==> config.mk <==
export PLATFORM = sky130hd
export DESIGN_NAME = pipelined_adder
export DESIGN_NICKNAME = d
export VERILOG_FILES = /design/src/rtl/pipelined_adder_pkg.sv /design/src/rtl/adder_slice.sv /design/src/rtl/pipelined_adder.sv
export SDC_FILE = /design/constraint.sdc
export NUM_CORES = 1
export LEC_CHECK = 0
export CORE_MARGIN = 4
export CORE_UTILIZATION = 40
export DETAILED_ROUTE_END_ITERATION = 10
export SKIP_CTS_REPAIR_TIMING = 1
export SYNTH_ARGS = -nofsm -noshare
export SYNTH_HDL_FRONTEND = slang
export SYNTH_SLANG_ARGS = --single-unit
==> constraint.sdc <==
create_clock -name clk_i -period 20.9 [get_ports clk_i]
set_input_delay 6.27 -clock clk_i [delete_from_list [all_inputs] [get_ports clk_i]]
set_output_delay 6.27 -clock clk_i [all_outputs]
set_load 0.005 [all_outputs]
==> src/rtl/pipelined_adder_pkg.sv <==
// Shared types and elaboration helpers for the carry-pipelined adder.
package pipelined_adder_pkg;

    // Per-stage control record that travels down the carry pipeline.
    typedef struct packed {
        logic valid;
        logic carry;
    } stage_ctl_t;

    function automatic bit cfg_ok(input int width, input int stages);
        return (width >= 1) && (stages >= 1) && ((width % stages) == 0);
    endfunction

    function automatic int slice_w(input int width, input int stages);
        return (stages >= 1) ? (width / stages) : 1;
    endfunction

endpackage

==> src/rtl/adder_slice.sv <==
// Purely combinational SW-bit add with carry in and carry out.
module adder_slice #(
    parameter int SW = 8
) (
    input  logic [SW-1:0] a_i,
    input  logic [SW-1:0] b_i,
    input  logic          ci_i,
    output logic [SW-1:0] s_o,
    output logic          co_o
);

    logic [SW:0] sum;

    assign sum  = {1'b0, a_i} + {1'b0, b_i} + {{SW{1'b0}}, ci_i};
    assign s_o  = sum[SW-1:0];
    assign co_o = sum[SW];

endmodule

==> src/rtl/pipelined_adder.sv <==
// Carry-pipelined WIDTH-bit adder with valid/ready handshake on both sides.
// Define PIPELINED_ADDER_SUB_EN to add the SUB_i port (A - B when SUB_i = 1).
module pipelined_adder
    import pipelined_adder_pkg::*;
#(
    parameter int WIDTH  = 32,
    parameter int STAGES = 4
) (
    input  logic             clk_i,
    input  logic             rst_i,
    input  logic             valid_i,
    output logic             ready_o,
    input  logic [WIDTH-1:0] A_i,
    input  logic [WIDTH-1:0] B_i,
    input  logic             CI_i,
`ifdef PIPELINED_ADDER_SUB_EN
    input  logic             SUB_i,
`endif
    output logic             valid_o,
    input  logic             ready_i,
    output logic [WIDTH-1:0] S_o,
    output logic             CO_o
);

    localparam int SW = slice_w(WIDTH, STAGES);

    if (!cfg_ok(WIDTH, STAGES)) begin : g_cfg_err
        $error("pipelined_adder: STAGES must be >= 1 and divide WIDTH");
    end

    logic       en;
    stage_ctl_t ctl_q [STAGES];
`ifdef PIPELINED_ADDER_SUB_EN
    logic       sub_q [STAGES];
`endif

    // Global stall: everything advances unless a valid result is being held.
    assign en      = ready_i | ~valid_o;
    assign ready_o = en;
    assign valid_o = ctl_q[STAGES-1].valid;
    assign CO_o    = ctl_q[STAGES-1].carry;

    for (genvar k = 0; k < STAGES; k++) begin : g_stage
        logic [SW-1:0] a_s, b_s, b_x, s_c, sum_r;
        logic          c_s, c_c, sub_s, vld_s;
        stage_ctl_t    ctl_r;

        if (k == 0) begin : g_head
            assign a_s   = A_i[SW-1:0];
            assign b_s   = B_i[SW-1:0];
            assign vld_s = valid_i;
`ifdef PIPELINED_ADDER_SUB_EN
            assign sub_s = SUB_i;
`else
            assign sub_s = 1'b0;
`endif
            assign c_s   = CI_i ^ sub_s;
        end else begin : g_skew
            // Operand slice k waits k cycles so it meets the carry from below.
            logic [SW-1:0] a_skw [k];
            logic [SW-1:0] b_skw [k];

            always_ff @(posedge clk_i or posedge rst_i) begin
                if (rst_i) begin
                    for (int j = 0; j < k; j++) begin
                        a_skw[j] <= '0;
                        b_skw[j] <= '0;
                    end
                end else if (en) begin
                    a_skw[0] <= A_i[k*SW +: SW];
                    b_skw[0] <= B_i[k*SW +: SW];
                    for (int j = 1; j < k; j++) begin
                        a_skw[j] <= a_skw[j-1];
                        b_skw[j] <= b_skw[j-1];
                    end
                end
            end

            assign a_s   = a_skw[k-1];
            assign b_s   = b_skw[k-1];
            assign vld_s = ctl_q[k-1].valid;
            assign c_s   = ctl_q[k-1].carry;
`ifdef PIPELINED_ADDER_SUB_EN
            assign sub_s = sub_q[k-1];
`else
            assign sub_s = 1'b0;
`endif
        end

        assign b_x = b_s ^ {SW{sub_s}};

        adder_slice #(.SW(SW)) u_slice (
            .a_i  (a_s),
            .b_i  (b_x),
            .ci_i (c_s),
            .s_o  (s_c),
            .co_o (c_c)
        );

        always_ff @(posedge clk_i or posedge rst_i) begin
            if (rst_i) begin
                ctl_r <= '0;
                sum_r <= '0;
            end else if (en) begin
                ctl_r.valid <= vld_s;
                ctl_r.carry <= c_c;
                sum_r       <= s_c;
            end
        end

        assign ctl_q[k] = ctl_r;

`ifdef PIPELINED_ADDER_SUB_EN
        if (k < STAGES-1) begin : g_sub
            logic sub_r;

            always_ff @(posedge clk_i or posedge rst_i) begin
                if (rst_i) begin
                    sub_r <= 1'b0;
                end else if (en) begin
                    sub_r <= sub_s;
                end
            end

            assign sub_q[k] = sub_r;
        end else begin : g_sub_last
            assign sub_q[k] = 1'b0;
        end
`endif

        if (k < STAGES-1) begin : g_dsk
            // Result slice k waits for the upper slices before leaving together.
            localparam int D = STAGES-1-k;
            logic [SW-1:0] dsk [D];

            always_ff @(posedge clk_i or posedge rst_i) begin
                if (rst_i) begin
                    for (int j = 0; j < D; j++) dsk[j] <= '0;
                end else if (en) begin
                    dsk[0] <= sum_r;
                    for (int j = 1; j < D; j++) dsk[j] <= dsk[j-1];
                end
            end

            assign S_o[k*SW +: SW] = dsk[D-1];
        end else begin : g_last
            assign S_o[k*SW +: SW] = sum_r;
        end
    end

endmodule
# After elaboration in Yosys (flattened, before gate mapping)
# Cells that the tools add are included.
# totals
out_inout_bits	35
wordCells	40
register_bits	184
# classes
addsub	8
bitwise	2
# ops
cell	n
$add 8x8->9	4
$add 9x1->9	4
$not 1->1	1
$or 1x1->1	1

# Depth between registers and ports, before layout
# Gate-level depths: netlist of run 1.
# logic_depth
ltp_word	2
mapped_depth	7
mapped_depth_nobuf	7

# Hierarchy
# From an unflattened synthesis of run 1, not the netlist that was laid out.
# hier_totals
hier_cells	569
area_unflattened_um2	8908.5
# modules_own_cells
module	cells_each	area_each_um2	n_inst
pipelined_adder	407	7582.3	1
adder_slice (g_stage[0].u_slice ...)	40	331.6	3
adder_slice (g_stage[2].u_slice)	42	331.6	1

# Least setup slack after synthesis of run 1
# Ideal clock, no wire load.
# synth_path
path_type	input to output
startpoint	input port ready_i
endpoint	output port ready_o
t_arrival_ps	6664
path_stages	3
n_path_buf	1
required_time_ps	14630
setup_slack_ps	7966
cell_sequence	nor2b_4 inv_2 clkbuf_1
# synth_via
elab_chain_cells	1
# synth_lines
element	line	rtl
start: declaration	pipelined_adder.sv:20	input logic ready_i,
$or 1x1->1	pipelined_adder.sv:38	assign en = ready_i | ~valid_o;
end: declaration	pipelined_adder.sv:12	output logic ready_o,
# Every way passes these cells.

# Worst setup path in the final report of run 1
# Same ends and word-level chain as after synthesis.

==> results of run 1 <==
## final timing paths
check,depth (start not counted),from,slack (ns),to
setup reg to reg,6,valid_o,17.79,g_stage[1].sum_r[3]
hold / removal,2,S_o[0],0.46,S_o[0]
hold reg to reg,2,S_o[0],0.46,S_o[0]
setup / recovery,5,ready_i,5.79,ready_o
min in group asynchronous,2,rst_i,6.36,S_o[5]
max in group asynchronous,3,rst_i,13.00,g_stage[3].a_s[6]
## routing by layer
layer / vias to the layer above / global-route usage [%]
met5: - / 0
met4: 0 / 4.62
met3: 17 / 3.83
met2: 77 / 22.0
met1: 2727 / 21.6
li1: 3019 / -
## cells by family after synthesis
group                      share of synthesized area (%)
and+or+nand+nor                                     25.0
adders and majority gates                           6.23
buffers and inverters                               4.56
DFF                                                 56.2
AOI/OAI and AO/OA                                   6.11
xor gates and xnor gates                            1.92
## worst reg2reg max path, stage by stage (launching register included)
cell and delay [ns]:
dfrtp_1 0.37, nor2b_4 0.12, buf_4 0.38, inv_4 0.82, buf_4 0.85, o21ai_0 0.27, o21ai_0 0.21
## power by group
part           total, W  internal (W)  switching, W
sequential     0.000596      0.000510     0.0000860
clock          0.000329      0.000189      0.000140
combinational  0.000517      0.000237      0.000280
## metrics by stage
step / area, um2 / total power, W / std cells
after floorplan: 8200 / 0.000980 / 917
after global placement: 9260 / 0.00112 / 1238
after detailed placement: 9260 / 0.00113 / 1238
after CTS: 9860 / 0.00147 / 1270
after global routing: 9860 / 0.00158 / 1270
final: 9860 / 0.00144 / 1270
## cell type report
type,count,area [um2]
clock buffers,19,433
repair buffers,107,1060
multi-input cells,669,3220
flip-flops and latches,184,4600
fillers,1984,10300
well taps,270,338
clock inverters,13,165
inverters,8,40.0
## state kept, by name, indices dropped and copies added, names as in the netlist
| name | count |
|---|---|
| g_stage.a_s | 24 |
| g_stage.vld_s | 3 |
| g_stage.g_skew.b_skw | 24 |
| CO_o | 1 |
| S_o | 16 |
| g_stage.b_s | 24 |
| g_stage.c_s | 3 |
| g_stage.g_skew.a_skw | 24 |
| g_stage.g_dsk.dsk | 32 |
| valid_o | 1 |
| g_stage.sum_r | 32 |
## synth_stat cells, drive strengths merged
library cell and instances:
ha 28, nor2 10, nand2b 5, dfrtp 184, o211ai 6, o21ai 38
buf 48, nor3 14, xor2 14, nand2 495, inv 8, a31oi 4
o21bai 4, a21oi 20, and2b 2, fa 8, a211oi 8, or3 4
clkbuf 8, a21o 4, nor2b 1, xnor2 4
==> flow_metrics.env, run 1 <==
export IMPL_fin_hold_ws_ns=0.464
export IMPL_p_per_area_mw_per_mm2=146
export IMPL_synth_nets=1022
export IMPL_root_buffer="clkbuf_16"
export IMPL_crit_arrival_ns=8.84
export IMPL_rsz0062_at_grt="false"
export IMPL_maxCapViolations=0
export IMPL_drc=0
export IMPL_cts_made_buffers=17
export IMPL_grt_pass1_vias=5493
export IMPL_status="complete, no violations"
export IMPL_wl_mm=16.0
export IMPL_globalRouteTotalUtil_pct=14.9
export IMPL_critPathBufInv=4
export IMPL_dr_max_layer_used="met4"
export IMPL_firstDrtPassIters=4
export IMPL_vias=5840
export IMPL_dr_wl_met3_um=645
export IMPL_cp_end_kind="output port"
export IMPL_detail_route_antenna_nets=0
export IMPL_synth_area_per_cell_um2=8.94
export IMPL_grt_max_degree=110
export IMPL_slowest_delay_ns=0.75
export IMPL_layout_commonest_cell="nand2_1"
export IMPL_cp_start_kind="input pin"
export IMPL_worst_path_max_fanout=103
export IMPL_wl_met2_mm=7.16
export IMPL_dr_first_iter_drc_count=276
export IMPL_clock_sinks=184
export IMPL_netlist_cell_type_count=27
export IMPL_antenna_cells=0
export IMPL_slew_violations=0
export IMPL_die_w_um=151
export IMPL_setup_tns_ns=0
export IMPL_drive_gt1_share_pct=4.10
export IMPL_slew_headroom_pct=30.3
export IMPL_syn_to_final_growth_pct=20.3
export IMPL_io_pins=104
export IMPL_place_ws_ns=5.79
export IMPL_path_common_cell="clkdlybuf4s50_1"
export IMPL_rows=52
export IMPL_synthesis_area_mm2=0.00820
export IMPL_setup_ws_ns=5.79
export IMPL_fp_dieH_um=151
export IMPL_num_nets_final=1092
export IMPL_grt_overflow_total=0
export IMPL_p_leak_nw=4.90
export IMPL_routabilityCongestion=0.748
export IMPL_critical_path_cell_chain="clkdlybuf4s50_1 > nor2b_4 > buf_4 > inv_4 > clkdlybuf4s50_1"
export IMPL_cts_tree="built"
export IMPL_critPathKind="input pin to output port"
export IMPL_grt_pass1_wl_mm=27.2
export IMPL_period_needed_ns=15.11
export IMPL_finalSetupViolCount=0
export IMPL_core_area_mm2=0.0202
export IMPL_synthesis_instances=917
export IMPL_fmax_mhz=66.2
export IMPL_cp_required_ns=14.63
export IMPL_fin_worst_skew_ns=0.0112
export IMPL_crit_family="buffers and inverters"
export IMPL_vias_per_cell=4.60
export IMPL_final_util_pct=48.9
export IMPL_grt_antenna_before_repair=0
export IMPL_yosysTopAreaCellShare_pct=56.2
export IMPL_path_clk_slew_ns=0.06
export IMPL_yosys_warnings=0
export IMPL_clk_latency_ns=0.43
export IMPL_ys_ff_latch=184
export IMPL_dp_hpwl_mm=10.1
export IMPL_hp_class="flop to flop"
export IMPL_start_util_pct=40.6
export IMPL_peakVddDrop_v=0.0000673
export IMPL_worst_slew_pin_transition_ns=1.05
export IMPL_h_tree_depth=4
export IMPL_finalHoldViolations=0
export IMPL_port_buffers=103
export IMPL_min_period_over_period_pct=72.3
export IMPL_ys_top_cells_by_area="dfrtp_1 (56%), nand2_1 (23%), ha_1 (4.3%)"
export IMPL_die_area_mm2=0.0228
export IMPL_final_cell_mix="nand2_1 (495), dfrtp_1 (184), clkdlybuf4s50_1 (103), ha_1 (28), o21ai_0 (23)"
export IMPL_synth_largest_area_cell="dfrtp_1"
export IMPL_clockBufferDepth=2
export IMPL_wl_per_cell_um=12.6
export IMPL_wl_met1_mm=7.97
export IMPL_yosysSeqAreaShare_pct=56.2
export IMPL_slowest_stage="buf_4"
No activity file was read; power rests on OpenSTA's default activity.
==> run 2: changes to the inputs <==
- clock period: 20.9 -> 13.1 ns (I/O delays scaled with it)
==> flow_metrics.env, run 2 (synthesis results as in run 1) <==
export IMPL_largestRegisters="g_stage.g_dsk.dsk (32), g_stage.sum_r (32)"
export IMPL_final_cell_mix="nand2_1 (495), dfrtp_1 (184), clkdlybuf4s50_1 (103), ha_1 (28), o21ai_0 (23)"
export IMPL_syn_to_final_growth_pct=20.2
export IMPL_r2r_start="valid_o"
export IMPL_clockBufferDepth=2
export IMPL_path_clk_slew_ns=0.07
export IMPL_cp_end_kind="output port"
export IMPL_critPathKind="input pin to output port"
export IMPL_rrSetupSlack_ns=9.93
export IMPL_maxCapViolations=0
export IMPL_worst_slew_pin_transition_ns=1.06
export IMPL_port_buffers=103
export IMPL_finalHoldViolations=0
export IMPL_routabilityCongestion=0.737
export IMPL_dr_first_iter_drc_count=270
export IMPL_wl_per_cell_um=12.5
export IMPL_finalSetupViolCount=0
export IMPL_wl_mm=15.9
export IMPL_layout_commonest_cell="nand2_1"
export IMPL_p_per_area_mw_per_mm2=232
export IMPL_die_w_um=151
export IMPL_firstDrtPassIters=4
export IMPL_root_buffer="clkbuf_16"
export IMPL_io_pins=104
export IMPL_rows=52
export IMPL_hold_end="S_o[0]"
export IMPL_worst_path_max_fanout=102
export IMPL_vias=5846
export IMPL_rsz0062_at_grt="false"
export IMPL_slew_violations=0
export IMPL_setup_tns_ns=0
export IMPL_status="complete, no violations"
export IMPL_cp_start_kind="input pin"
export IMPL_dp_hpwl_mm=10.2
export IMPL_drive_gt1_share_pct=4.20
export IMPL_clock_sinks=184
export IMPL_h_tree_depth=4
export IMPL_grt_overflow_total=0
export IMPL_grt_antenna_before_repair=0
export IMPL_r2r_cells=7
export IMPL_min_period_over_period_pct=74.6
export IMPL_r2r_end="g_stage[2].sum_r[3]"
export IMPL_cts_made_buffers=17
export IMPL_die_area_mm2=0.0228
export IMPL_crit_arrival_ns=5.85
export IMPL_vias_per_cell=4.60
export IMPL_grt_pass1_vias=5582
export IMPL_period_needed_ns=9.78
export IMPL_worstHoldPathCells=2
export IMPL_fp_dieH_um=151
export IMPL_antenna_cells=0
export IMPL_globalRouteTotalUtil_pct=14.5
export IMPL_start_util_pct=40.6
export IMPL_drc=0
export IMPL_hp_class="flop to flop"
export IMPL_cts_tree="built"
export IMPL_peakVddDrop_v=0.000146
export IMPL_cp_required_ns=9.17
export IMPL_fin_hold_ws_ns=0.464
export IMPL_clk_latency_ns=0.42
export IMPL_grt_pass1_wl_mm=26.8
export IMPL_core_area_mm2=0.0202
export IMPL_p_leak_nw=4.90
export IMPL_grt_max_degree=110
export IMPL_fin_worst_skew_ns=0.0106
export IMPL_fmax_mhz=102
export IMPL_slew_headroom_pct=29.5
export IMPL_num_nets_final=1093
export IMPL_worstHoldStart="S_o[0]"
export IMPL_detail_route_antenna_nets=0
## run 2: cell types whose count changed in the layout (fill, tap and decap cells not counted)
cell,change
clkbuf_1,-1
inv_8,+1
buf_4,+1
clkbuf_8,+1
bufinv_16,-1
clkinv_2,-1
## run 2: power by group
part | internal, W | switching, W | total [W]
Sequential | 0.000814 | 0.000138 | 0.000952
Clock | 0.000289 | 0.000223 | 0.000511
Combinational | 0.000379 | 0.000448 | 0.000827
## run 2: how the worst max path moves through the flow
stage / slack (ns) / start / end / cells past startpoint
after floorplan: 4.17 / rst_i / CO_o / 1
after global placement: 3.34 / ready_i / ready_o / 5
after detailed placement: 3.35 / ready_i / ready_o / 5
after CTS: 3.33 / ready_i / ready_o / 5
after global routing: 3.22 / ready_i / ready_o / 5
final: 3.32 / ready_i / ready_o / 5
## run 2: routing by layer
metal	GRT usage, %	up-vias	part of all wire [%]
li1	-	3014	-
met1	20.3	2739	49
met2	22.8	77	46
met3	2.90	16	3.6
met4	4.90	0	1.6
met5	0	-	0
## run 2: through the flow
stage	power, W	setup slack, ns	instance area [um2]	util, %	cells
after CTS	0.00233	3.33	9850	48.9	1270
after global placement	0.00179	3.34	9270	46.0	1239
after detailed placement	0.00181	3.35	9270	46.0	1239
final	0.00229	3.32	9850	48.9	1270
after floorplan	0.00156	4.17	8200	-	917
after global routing	0.00250	3.22	9850	48.9	1270
## run 2: worst max-delay path, cell delays in order
cell and delay [ns]:
clkdlybuf4s50_1 0.45, nor2b_4 0.11, buf_4 0.73, inv_4 0.02, clkdlybuf4s50_1 0.47
## run 2: area by class of cell
class                      count  area [um2]
tap                          270         338
clock inverter                12         141
fill                        1950       10300
multi-input combinational    669        3220
clock buffer                  19         443
timing repair buffer         108        1070
inverter                       8        40.0
sequential                   184        4600
